===== src/rtl/freelist_ctrl_if.sv =====
`default_nettype none
// ============================================================================
//  Module   : freelist_ctrl_if
//  Purpose  : Groups the rename-side alloc handshake, the ROB commit release
//             path, the flush strobe and the status outputs of the physical
//             register free list.
//  Ports    : master - rename/ROB side (drives alloc_req, commit_*, flush)
//             slave  - free-list controller (drives alloc_ready, alloc_preg,
//                      init_done, free_count)
//  Revision : 1.0 - initial release
// ============================================================================
interface freelist_ctrl_if #(
    parameter int PREG_W = 6,
    parameter int CNT_W  = 6
);
    logic              alloc_req;
    logic              alloc_ready;
    logic [PREG_W-1:0] alloc_preg;
    logic              commit_valid;
    logic [PREG_W-1:0] commit_old_preg;
    logic              flush;
    logic              init_done;
    logic [CNT_W-1:0]  free_count;

    modport master (
        output alloc_req,
        output commit_valid,
        output commit_old_preg,
        output flush,
        input  alloc_ready,
        input  alloc_preg,
        input  init_done,
        input  free_count
    );

    modport slave (
        input  alloc_req,
        input  commit_valid,
        input  commit_old_preg,
        input  flush,
        output alloc_ready,
        output alloc_preg,
        output init_done,
        output free_count
    );
endinterface
`default_nettype wire


===== src/rtl/freelist_ctrl.sv =====
`default_nettype none
// ============================================================================
//  Module   : freelist_ctrl
//  Purpose  : Physical-register free list for the rename stage. Hands out free
//             pregs from a speculative head, takes back stale pregs at ROB
//             commit, and restores the speculative head from the committed
//             head on flush in a single cycle. After reset the storage is
//             filled serially with pregs NUM_AREGS..NUM_PREGS-1.
//  Ports    : clk - clock
//             rst - asynchronous active-high reset
//             fl  - freelist_ctrl_if.slave (alloc / commit / flush / status)
//  Revision : 1.0 - initial release
// ============================================================================
module freelist_ctrl #(
    parameter int NUM_PREGS = 64,
    parameter int NUM_AREGS = 32
) (
    input  wire logic       clk,
    input  wire logic       rst,
    freelist_ctrl_if.slave  fl
);
    // DEPTH must be a power of two (>= 2) so the pointer index bits wrap
    // naturally and the extra MSB acts as the wrap bit.
    localparam int c_depth  = NUM_PREGS - NUM_AREGS;
    localparam int c_preg_w = $clog2(NUM_PREGS);
    localparam int c_idx_w  = $clog2(c_depth);
    localparam int c_ptr_w  = c_idx_w + 1;

    localparam logic [c_ptr_w-1:0]  c_ptr_one  = c_ptr_w'(1);
    localparam logic [c_ptr_w-1:0]  c_ptr_full = c_ptr_w'(c_depth);
    localparam logic [c_idx_w-1:0]  c_idx_one  = c_idx_w'(1);
    localparam logic [c_idx_w-1:0]  c_idx_last = c_idx_w'(c_depth - 1);
    localparam logic [c_preg_w-1:0] c_preg_base = c_preg_w'(NUM_AREGS);

    typedef enum logic [0:0] {
        ST_INIT = 1'b0,
        ST_RUN  = 1'b1
    } state_t;

    state_t               r_state,       w_state_nxt;
    logic [c_idx_w-1:0]   r_fill_idx,    w_fill_idx_nxt;
    logic [c_ptr_w-1:0]   r_spec_head,   w_spec_head_nxt;
    logic [c_ptr_w-1:0]   r_commit_head, w_commit_head_nxt;
    logic [c_ptr_w-1:0]   r_tail,        w_tail_nxt;

    logic [c_preg_w-1:0]  r_mem [c_depth];

    logic                 w_mem_we;
    logic [c_idx_w-1:0]   w_mem_waddr;
    logic [c_preg_w-1:0]  w_mem_wdata;
    logic [c_ptr_w-1:0]   w_free_count;
    logic                 w_alloc_ready;
    logic                 w_init_done;

    always_ff @(posedge clk or posedge rst) begin
        if (rst) begin
            r_state       <= ST_INIT;
            r_fill_idx    <= '0;
            r_spec_head   <= '0;
            r_commit_head <= '0;
            r_tail        <= '0;
        end else begin
            r_state       <= w_state_nxt;
            r_fill_idx    <= w_fill_idx_nxt;
            r_spec_head   <= w_spec_head_nxt;
            r_commit_head <= w_commit_head_nxt;
            r_tail        <= w_tail_nxt;
        end
    end

    // Storage has no reset: every entry is rewritten during INIT before use.
    always_ff @(posedge clk) begin
        if (w_mem_we) begin
            r_mem[w_mem_waddr] <= w_mem_wdata;
        end
    end

    always_comb begin
        w_state_nxt       = r_state;
        w_fill_idx_nxt    = r_fill_idx;
        w_spec_head_nxt   = r_spec_head;
        w_commit_head_nxt = r_commit_head;
        w_tail_nxt        = r_tail;
        w_mem_we          = 1'b0;
        w_mem_waddr       = r_fill_idx;
        w_mem_wdata       = c_preg_base + c_preg_w'(r_fill_idx);
        w_init_done       = 1'b0;
        w_alloc_ready     = 1'b0;
        // Pointers are both zero during INIT, so this reads 0 there.
        w_free_count      = r_tail - r_spec_head;

        case (r_state)
            ST_INIT: begin
                w_mem_we       = 1'b1;
                w_fill_idx_nxt = r_fill_idx + c_idx_one;
                if (r_fill_idx == c_idx_last) begin
                    // List is full: tail sits one lap ahead of both heads.
                    w_tail_nxt  = c_ptr_full;
                    w_state_nxt = ST_RUN;
                end
            end
            ST_RUN: begin
                w_init_done   = 1'b1;
                w_alloc_ready = (w_free_count != '0) && !fl.flush;
                if (fl.commit_valid) begin
                    w_mem_we          = 1'b1;
                    w_mem_waddr       = r_tail[c_idx_w-1:0];
                    w_mem_wdata       = fl.commit_old_preg;
                    w_tail_nxt        = r_tail + c_ptr_one;
                    w_commit_head_nxt = r_commit_head + c_ptr_one;
                end
                // Flush restores from the post-commit committed head so a
                // same-cycle retirement is not lost.
                if (fl.flush) begin
                    w_spec_head_nxt = w_commit_head_nxt;
                end else if (fl.alloc_req && w_alloc_ready) begin
                    w_spec_head_nxt = r_spec_head + c_ptr_one;
                end
            end
            default: begin
                w_state_nxt = ST_INIT;
            end
        endcase
    end

    assign fl.alloc_ready = w_alloc_ready;
    assign fl.alloc_preg  = r_mem[r_spec_head[c_idx_w-1:0]];
    assign fl.init_done   = w_init_done;
    assign fl.free_count  = w_free_count;

endmodule
`default_nettype wire


===== src/flat_wrapper.sv =====
// flat-port wrapper written by rule: the top's interface ports become plain ports
module freelist_ctrl_flat 
#(
    parameter int NUM_PREGS = 64,
    parameter int NUM_AREGS = 32
)
  (clk, rst, fl_alloc_req, fl_commit_valid, fl_commit_old_preg, fl_flush, fl_alloc_ready, fl_alloc_preg, fl_init_done, fl_free_count);
  freelist_ctrl_if #(.PREG_W((6)), .CNT_W((6))) fl_i ();
  input  wire logic clk;
  input  wire logic rst;
  input wire logic [$bits(fl_i.alloc_req)-1:0] fl_alloc_req;
  input wire logic [$bits(fl_i.commit_valid)-1:0] fl_commit_valid;
  input wire logic [$bits(fl_i.commit_old_preg)-1:0] fl_commit_old_preg;
  input wire logic [$bits(fl_i.flush)-1:0] fl_flush;
  output wire logic [$bits(fl_i.alloc_ready)-1:0] fl_alloc_ready;
  output wire logic [$bits(fl_i.alloc_preg)-1:0] fl_alloc_preg;
  output wire logic [$bits(fl_i.init_done)-1:0] fl_init_done;
  output wire logic [$bits(fl_i.free_count)-1:0] fl_free_count;
  assign fl_i.alloc_req = fl_alloc_req;
  assign fl_i.commit_valid = fl_commit_valid;
  assign fl_i.commit_old_preg = fl_commit_old_preg;
  assign fl_i.flush = fl_flush;
  assign fl_alloc_ready = fl_i.alloc_ready;
  assign fl_alloc_preg = fl_i.alloc_preg;
  assign fl_init_done = fl_i.init_done;
  assign fl_free_count = fl_i.free_count;
  freelist_ctrl #(.NUM_PREGS(NUM_PREGS), .NUM_AREGS(NUM_AREGS)) u_core (.clk(clk), .rst(rst), .fl(fl_i));
endmodule

===== config.mk =====
export PLATFORM = sky130hd
export DESIGN_NAME = freelist_ctrl_flat
export DESIGN_NICKNAME = d
export VERILOG_FILES = /design/src/rtl/freelist_ctrl_if.sv /design/src/rtl/freelist_ctrl.sv /design/src/flat_wrapper.sv
export SDC_FILE = /design/constraint.sdc
export NUM_CORES = 1
export LEC_CHECK = 0
export BUFFER_PORTS_ARGS = -buffer_cell sky130_fd_sc_hd__buf_2
export CAP_MARGIN = 20
export CORE_MARGIN = 2
export CORE_UTILIZATION = 47
export CTS_CLUSTER_SIZE = 30
export DETAILED_ROUTE_END_ITERATION = 8
export GPL_ROUTABILITY_DRIVEN = 0
export SYNTH_ARGS = -nofsm -noshare
export SYNTH_HDL_FRONTEND = slang
export SYNTH_SLANG_ARGS = --single-unit

===== constraint.sdc =====
create_clock -name clk -period 3.08 [get_ports clk]
set_input_delay 0.462 -clock clk [delete_from_list [all_inputs] [get_ports clk]]
set_output_delay 0.462 -clock clk [all_outputs]
set_load 0.01 [all_outputs]

Yosys cells after proc, flatten, opt, wreduce, memory -nomap -nowiden
Memory sizes are Yosys's and may differ from the RTL's.
Index checks and enable logic that the tools add are counted.
{"block": "word_totals", "ram_bits": 192, "wordCells": 41, "ff_bits": 24, "n_memories": 1}
{"block": "op_classes", "n_reduce_logical": 7, "add_sub_neg": 6, "eq_ne": 3, "muxes": 18, "n_bitwise": 1}
{"memory": "u_core.r_mem", "depth": 32, "word_bits": 6, "read_ports": 1, "rd_ports_with_merged_regs": 0, "write_ports": 1, "line_no": "freelist_ctrl.sv:46", "source": "logic [c_preg_w-1:0] r_mem [c_depth];"}
{"cell": "6-bit two-way mux", "count": 7}
{"cell": "6-bit by 1-bit adder with 6-bit output, second input constant", "count": 3}
{"cell": "6-bit case mux with 2 select lines", "count": 1}
{"cell": "5-bit two-way mux", "count": 2}
{"cell": "1-bit two-way mux", "count": 7}
{"cell": "6-bit by 5-bit adder with 6-bit output, first input constant", "count": 1}
{"cell": "6-bit nonzero test", "count": 1}
{"cell": "6-bit subtractor", "count": 1}
{"cell": "5-bit by 1-bit adder with 5-bit output, second input constant", "count": 1}
{"cell": "5-bit equality test, second input constant", "count": 1}
{"cell": "2-bit AND reduction", "count": 2}
{"cell": "1-bit logical AND", "count": 2}
{"cell": "2-bit by 1-bit != test with 1-bit output, second input constant", "count": 1}
{"cell": "2-bit != test, second input constant", "count": 1}
{"cell": "1-bit case mux with 2 select lines", "count": 1}
{"cell": "2-bit nonzero test", "count": 1}
{"cell": "1-bit zero test", "count": 1}
{"cell": "1-bit NOT", "count": 1}

Longest topological paths before layout
Gate-level depths: netlist of the first run.
{"block": "depth", "ltp_word": 6, "mapped_depth": 10, "depth_no_buf": 9}

Worst setup path after synthesis of the first run
No wires, ideal clock.
{"block": "synth_path", "path_type": "reg2out", "startpoint": "reg u_core.r_spec_head[1]", "endpoint": "out fl_alloc_ready", "stages_incl_launch_ff": 10, "arrival_ns": 2.283, "setup_slack_ns": 0.335, "path_buffers": 2, "required_ns": 2.618, "cell_sequence": "dfrtp_1 clkbuf_1 buf_1 inv_1 ha_1 nand2b_1 a21oi_1 xor2_1 nor4_4 nor3_1"}
{"block": "synth_via", "elab_chain_cells": 4}
{"item": "start: declaration", "line_no": "freelist_ctrl.sv:42", "source": "logic [c_ptr_w-1:0] r_spec_head, w_spec_head_nxt;"}
{"item": "start signal: assignment", "line_no": "freelist_ctrl.sv:65", "source": "r_spec_head <= w_spec_head_nxt;"}
{"item": "6-bit subtractor", "line_no": "freelist_ctrl.sv:90", "source": "w_free_count = r_tail - r_spec_head;"}
{"item": "via fl_free_count[3]", "line_no": "flat_wrapper.sv:18", "source": "output wire logic [$bits(fl_i.free_count)-1:0] fl_free_count;"}
{"item": "6-bit nonzero test", "line_no": "freelist_ctrl.sv:104", "source": "w_alloc_ready = (w_free_count != '0) && !fl.flush;"}
{"item": "1-bit logical AND", "line_no": "freelist_ctrl.sv:104"}
{"item": "1-bit two-way mux", "line_no": "freelist_ctrl.sv:92", "source": "case (r_state)"}
{"item": "end: declaration", "line_no": "flat_wrapper.sv:15", "source": "output wire logic [$bits(fl_i.alloc_ready)-1:0] fl_alloc_ready;"}
The timed path passes the listed nets, and every way through them passes these cells.

Worst setup path in the final report of the first run
{"block": "layout_path", "startpoint": "reg u_core.r_spec_head[0]", "endpoint": "out fl_alloc_preg[0]"}
{"block": "layout_via", "elab_chain_cells": 1}
{"item": "memory read 32 x 6 bit"}
{"item": "end: declaration", "line_no": "flat_wrapper.sv:16", "source": "output wire logic [$bits(fl_i.alloc_preg)-1:0] fl_alloc_preg;"}
Every way passes these cells.

==> out/results.tsv, run 1 <==
stage	metric	value	unit
run_status	outcome	complete, but fails checks	
run_status	violations in the final reports	setup timing	
finish	commonest non-fill, non-tap cell in the layout	edfxtp_1	
critical_path	kind of start point of the critical path	flip-flop	
place	Port-buffer cells	24	
synth	total nets after synthesis	560	
clock_network	clock buffers created by TritonCTS	23	
global_route	wire length of the first global-routing pass	30800	um
floorplan	area of the core	0.0193	sq mm
synth	share of the yosys chip area belonging to registers	69.2	%
critical_path	critical path capture point type	output port	
finish	sequential standard cell area	0.00637	sq mm
sta	final hold slack	164	ps
critical_path	startpoint-to-endpoint class of the critical path	reg2out	
route	detailed router's first-iteration violation count	492	
critical_path	Arr. time, crit path	2650	ps
route	number of remaining DRC errors	0	
sta	RSZ-0062 raised after global routing	true	
route	wire length per cell after detailed routing	23.3	um
route	vias per inst	5.67	
synth	fraction of registers with async set/reset	11.1	%
finish	area of combinational cells with multiple inputs	0.00276	sq mm
synth	flop and latch count out of synthesis	216	
sta	worst setup slack after layout	-27.8	ps
clock_network	clk slew on worst S/H paths	60	ps
min_path	type of the most critical hold path	in2async	
global_route	via count of the first global-routing pass	5061	
finish	final core utilization	55.8	%
power	leakage power	3.75	nW
sta	maximum operating frequency	322	MHz
floorplan	number of primary I/O pins	25	
power	sequential fraction of design power	36.8	%
synth	count of mapped cells out of synthesis	538	
global_route	number of antenna violations at the first check in global routing	0	
finish	area added between synthesis and finish	17.3	%
synth	total of warnings raised by yosys	0	
synth	synthesized area divided by synthesized cell count	17.1	sq um
floorplan	count of standard-cell rows	51	
synth	primary flip-flop cell chosen by synthesis mapping	edfxtp_1	
finish	share of post-route cells with drive strength above 1	29.5	%
global_route	maximum number of pins on one net before global-route repair	51	
clock_network	CTS tree	done	
synth	number of enable-type register cells in the synthesized netlist	192	
run	max cap viols	0	
finish	post-layout instance count excluding filler cells	879	
clock_network	buffer depth of the longest clock path	3	
power	internal power	0.00652	W
sta	post-route fraction of the period consumed by the critical path	101	%
clock_network	number of H-tree levels	1	
place	placed cells	826	
finish	fill cell instance count of the final layout	1541	
floorplan	initial cell density of the core	47.6	%
power	fraction of power consumed by the clock network	27.2	%
critical_path	highest net fanout along the worst path	7	
finish	commonest cells after routing, fill and taps aside	edfxtp_1, mux4_2, nand2_1	
route	final WL	20500	um
floorplan	overall die area	0.0207	sq mm
power	Net Switching	0.00297	W
power	worst vdd rail ir drop	0.397	mV
sta	worst slew margin relative to its limit	37.9	%
power	Switching Fraction	31.2	%
critical_path	required time worst endpoint	2620	ps
floorplan	die boundary width	144	um
sta	Slew @ Worst Pin	931	ps
floorplan	DIE HEIGHT	144	um
route	antenna-violating nets left	0	
global_route	aggregate global-route resource usage	20.5	%
power	combinational power share	35.9	%
clock_network	worst skew pair latency	500	ps
sta	total count of max-transition violations in the final report	0	
route	First-pass DRT Iterations	5	
power	power density normalized to cell area	880	mW/mm^2
place	Post-DP HPWL	12200	um
sta	total of endpoints with negative setup slack in the final report	1	
synth	post-synth cell types	50	
finish	number of antenna diodes	0	
clock_network	Num Clock Sinks	216	
global_route	total congestion overflow	0	
synth	total standard cell area after synthesis	0.00919	sq mm
finish	nets@finish	620	
clock_network	Clock Tree Root	clkbuf_16	
sta	maximum clock skew at final layout	8.53	ps
route	routed vias	4984	
sta	Final Critical Period	3110	ps
sta	count of endpoints failing hold in the final timing report	0	
power	total power	0.00949	W
[critical path, stage by stage, from the launching register on]
cell and delay [ps]:
dfrtp_4 470, buf_12 160, buf_16 160, mux4_2 530, mux4_2 530, nand2_2 110, nand2_1 60, buf_2 130
[state kept, by name, indices dropped and copies added, names as in the netlist]
signal and cells:
u_core.r_spec_head 6, u_core.r_mem 192, u_core.r_commit_head 6, u_core.r_tail 6
u_core.r_fill_idx 5, u_core.r_state 1
[layout make-up]
cell class / count / area share (%)
flip-flops and latches: 216 / 59.1
repair buffers: 60 / 5.36
clock buffers: 35 / 5.94
multi-input cells: 285 / 25.6
inverters: 12 / 0.418
well taps: 265 / 3.07
clock inverters: 6 / 0.545
[synthesized netlist by cell type (all sizes together), types with 3 or more instances]
cell type	n	area [sq um]
ha	10	125
nand3b	5	37.5
a31oi	4	25.0
dfrtp	24	601
xnor2	14	123
inv	10	37.5
nor2	49	186
mux2	3	33.8
buf	11	50.0
xor2	6	60.1
o21ai	5	25.0
nand4	6	37.5
o31ai	3	22.5
nand3	11	55.1
nand2	63	236
a21oi	8	43.8
nor4	3	33.8
mux4	60	1350
edfxtp	192	5770
clkbuf	14	52.6
o22ai	3	18.8
and2	3	18.8
nand2b	4	25.0
[logic make-up (layout without fill, tap and decap cells)]
family / after synthesis / count (layout) / share of synthesized area, %
AO/OA/AOI/OAI: 33 / 33 / 2.59
XOR/XNOR: 20 / 20 / 1.99
adder cells (fa/ha/maj): 11 / 11 / 1.58
AND/OR/NAND/NOR: 156 / 156 / 7.72
buffers and inverters: 37 / 113 / 1.61
flip-flops: 216 / 216 / 69.2
multiplexers: 65 / 65 / 15.3
[power by group through the flow]
stage / logic (W) / registers [W] / clock network (W)
2_1_floorplan: 0.00201 / 0.00349 / 0
3_3_place_gp: 0.00285 / 0.00354 / 0
3_5_place_dp: 0.00286 / 0.00355 / 0
4_1_cts: 0.00334 / 0.00349 / 0.00262
5_1_grt: 0.00365 / 0.00351 / 0.00273
6_report: 0.00341 / 0.00350 / 0.00258
[final timing paths]
path | slack (ps) | startpoint | end | depth (start not counted)
max | -30 | u_core.r_spec_head[0]$_DFFE_PP0P_ | fl_alloc_preg[0] | 7
min in group clk | 340 | fl_alloc_req | u_core.r_spec_head[5]$_DFFE_PP0P_ | 3
min reg2reg | 490 | u_core.r_commit_head[5]$_DFFE_PP0P_ | u_core.r_commit_head[5]$_DFFE_PP0P_ | 1
min | 160 | rst | u_core.r_commit_head[2]$_DFFE_PP0P_ | 2
max reg2reg | 330 | u_core.r_spec_head[0]$_DFFE_PP0P_ | u_core.r_spec_head[4]$_DFFE_PP0P_ | 9
max in group asynchronous | 2240 | rst | u_core.r_spec_head[0]$_DFFE_PP0P_ | 2
[stage by stage]
stage	setup slack [ps]	cell area, sq um	TNS [ps]
floorplan	335	9190	0
global placement	322	9750	0
detailed placement	217	9750	0
CTS	-96.6	10700	-238
global route	-89.6	10800	-420
finish	-27.8	10800	-27.8
[routing by layer]
metal	share of wire [%]	up-vias	global-route usage (%)
met1	41	2557	28.8
met4	2.1	0	4.95
met5	0	-	0
met2	50	169	33.7
met3	6.6	28	3.57
li1	-	2230	-
[what timing repair did]
action / CTS / global route
resized for setup: 23 / 6
hold buffers: 0 / 0
cloned: 5 / 1
endpoints found under the setup margin: 7 / 7
buffers inserted: 5 / 1
pin swaps: 9 / 6
Power figures use the tool's default switching activity.
==> run 2: changes to the inputs <==
--- a/config.mk
+++ b/config.mk
@@ -12,6 +12,7 @@
 export CTS_CLUSTER_SIZE = 30
 export DETAILED_ROUTE_END_ITERATION = 8
 export GPL_ROUTABILITY_DRIVEN = 0
+export RECOVER_POWER = 25
 export SYNTH_ARGS = -nofsm -noshare
 export SYNTH_HDL_FRONTEND = slang
 export SYNTH_SLANG_ARGS = --single-unit
==> out/results.tsv, run 2 (same netlist as run 1, synthesis figures left out) <==
stage	metric	value	unit	change
run_status	outcome	complete, but fails checks		unchanged
finish	commonest non-fill, non-tap cell in the layout	edfxtp_1		unchanged
finish	share of post-route cells with drive strength above 1	29.0	%	was 29.5%
floorplan	die boundary width	144	um	unchanged
critical_path	Arr. time, crit path	2650	ps	about the same
power	leakage power	3.74	nW	was 3.75 nW
global_route	maximum number of pins on one net before global-route repair	51		unchanged
route	routed vias	5005		was 4984
power	Net Switching	0.00297	W	about the same
global_route	number of antenna violations at the first check in global routing	0		unchanged
critical_path	highest net fanout along the worst path	7		unchanged
clock_network	clk slew on worst S/H paths	60	ps	about the same
sta	count of endpoints failing hold in the final timing report	0		unchanged
route	First-pass DRT Iterations	5		unchanged
finish	register with the most flip-flops	u_core.r_mem		unchanged
clock_network	worst skew pair latency	500	ps	about the same
sta	worst slew margin relative to its limit	38.2	%	was 37.9%
floorplan	initial cell density of the core	47.6	%	unchanged
route	number of remaining DRC errors	0		unchanged
place	Post-DP HPWL	12200	um	unchanged
floorplan	number of primary I/O pins	25		unchanged
power	internal power	0.00652	W	about the same
clock_network	Num Clock Sinks	216		unchanged
place	Port-buffer cells	24		unchanged
sta	maximum operating frequency	321	MHz	was 322 MHz
sta	maximum clock skew at final layout	8.99	ps	was 8.53 ps
power	sequential fraction of design power	36.8	%	about the same
floorplan	count of standard-cell rows	51		unchanged
sta	worst setup slack after layout	-31.7	ps	was -27.8 ps
route	final WL	20500	um	about the same
route	wire length per cell after detailed routing	23.3	um	about the same
finish	final core utilization	55.7	%	was 55.8%
min_path	type of the most critical hold path	in2async		unchanged
run_status	violations in the final reports	setup timing		unchanged
finish	number of antenna diodes	0		unchanged
floorplan	overall die area	0.0207	sq mm	unchanged
finish	nets@finish	620		unchanged
sta	Slew @ Worst Pin	925	ps	was 931 ps
floorplan	area of the core	0.0193	sq mm	unchanged
power	Switching Fraction	31.3	%	was 31.2%
power	worst vdd rail ir drop	0.397	mV	about the same
sta	total count of max-transition violations in the final report	0		unchanged
clock_network	clock buffers created by TritonCTS	23		unchanged
critical_path	required time worst endpoint	2620	ps	about the same
power	power density normalized to cell area	882	mW/mm^2	was 880 mW/mm^2
global_route	aggregate global-route resource usage	20.5	%	unchanged
sta	total of endpoints with negative setup slack in the final report	2		was 1
critical_path	critical path capture point type	output port		unchanged
finish	flip-flop count of the largest register after layout	192		unchanged
sta	RSZ-0062 raised after global routing	true		unchanged
power	combinational power share	36.0	%	was 35.9%
route	detailed router's first-iteration violation count	446		was 492
finish	area added between synthesis and finish	17.1	%	was 17.3%
global_route	via count of the first global-routing pass	5061		unchanged
clock_network	CTS tree	done		unchanged
route	vias per inst	5.69		was 5.67
clock_network	buffer depth of the longest clock path	3		unchanged
power	fraction of power consumed by the clock network	27.2	%	about the same
route	antenna-violating nets left	0		unchanged
place	setup slack at placement	217	ps	unchanged
critical_path	kind of start point of the critical path	flip-flop		unchanged
sta	post-route fraction of the period consumed by the critical path	101	%	about the same
clock_network	number of H-tree levels	1		unchanged
clock_network	Clock Tree Root	clkbuf_16		unchanged
global_route	total congestion overflow	0		unchanged
critical_path	startpoint-to-endpoint class of the critical path	reg2out		unchanged
run	max cap viols	0		unchanged
floorplan	DIE HEIGHT	144	um	unchanged
finish	fill cell instance count of the final layout	1544		was 1541
finish	commonest cells after routing, fill and taps aside	edfxtp_1, mux4_2, nand2_1		unchanged
sta	Final Critical Period	3110	ps	about the same
global_route	wire length of the first global-routing pass	30800	um	unchanged
==> run 2: cell count changes in the layout (fill, tap and decap cells not counted), sizes merged <==
cell | previous run | this run
clkbuf | 36 | 42
buf | 59 | 53
==> run 2: per-layer routing <==
metal,track usage [%],wire (um)
met4,4.95,435
met3,3.57,1160
met2,33.7,10200
met1,28.8,8660
met5,0,0
==> run 2: layout make-up <==
type	count	area [sq um]	area share (%)
multi-input combinational	285	2760	25.6
timing repair buffer	60	562	5.22
tap	265	332	3.08
inverter	12	45.0	0.418
clock inverter	6	58.8	0.546
sequential	216	6370	59.2
clock buffer	35	641	5.95
==> run 2: worst max-delay path, stage by stage, from the launching register on <==
cell and delay, ps:
dfrtp_4 470, buf_12 160, buf_16 160, mux4_2 530
mux4_2 530, nand2_2 110, nand2_1 60, buf_2 130
==> run 2: path summary, 6_finish.rpt <==
kind	start	to	slack [ps]	cells past startpoint
worst max-delay path	u_core.r_spec_head[0]$_DFFE_PP0P_	fl_alloc_preg[0]	-30	7
worst min-delay path	rst	u_core.r_commit_head[2]$_DFFE_PP0P_	160	2
worst max register to register	u_core.r_spec_head[0]$_DFFE_PP0P_	u_core.r_spec_head[0]$_DFFE_PP0P_	330	10
worst min register to register	u_core.r_commit_head[5]$_DFFE_PP0P_	u_core.r_commit_head[5]$_DFFE_PP0P_	490	1
max in group asynchronous	rst	u_core.r_spec_head[0]$_DFFE_PP0P_	2250	2
min in group clk	fl_alloc_req	u_core.r_spec_head[3]$_DFFE_PP0P_	350	3
==> run 2: power groups by stage <==
stage / Combinational [W] / Sequential, W / Clock, W
6_report: 0.00341 / 0.00350 / 0.00258
5_1_grt: 0.00365 / 0.00351 / 0.00273
4_1_cts: 0.00334 / 0.00349 / 0.00262
3_5_place_dp: 0.00286 / 0.00355 / 0
3_3_place_gp: 0.00285 / 0.00354 / 0
2_1_floorplan: 0.00201 / 0.00349 / 0
==> run 2: repair_timing <==
action,4_1_cts,5_1_grt
pin swaps,9,6
endpoints found under the setup margin,7,7
gates resized for setup,23,6
buffers inserted,5,1
hold buffers,0,0
cloned,5,1
==> run 2: metrics by stage <==
step                      cells  total power, W  TNS (ps)  area [sq um]  hold slack, ps
final                       879         0.00949     -34.0         10800             162
after global placement      826         0.00638         0          9750             481
after global routing        879         0.00990      -420         10800             247
after detailed placement    826         0.00641         0          9750             492
after floorplan             538         0.00550         0          9190             466
after CTS                   877         0.00946      -238         10700             189
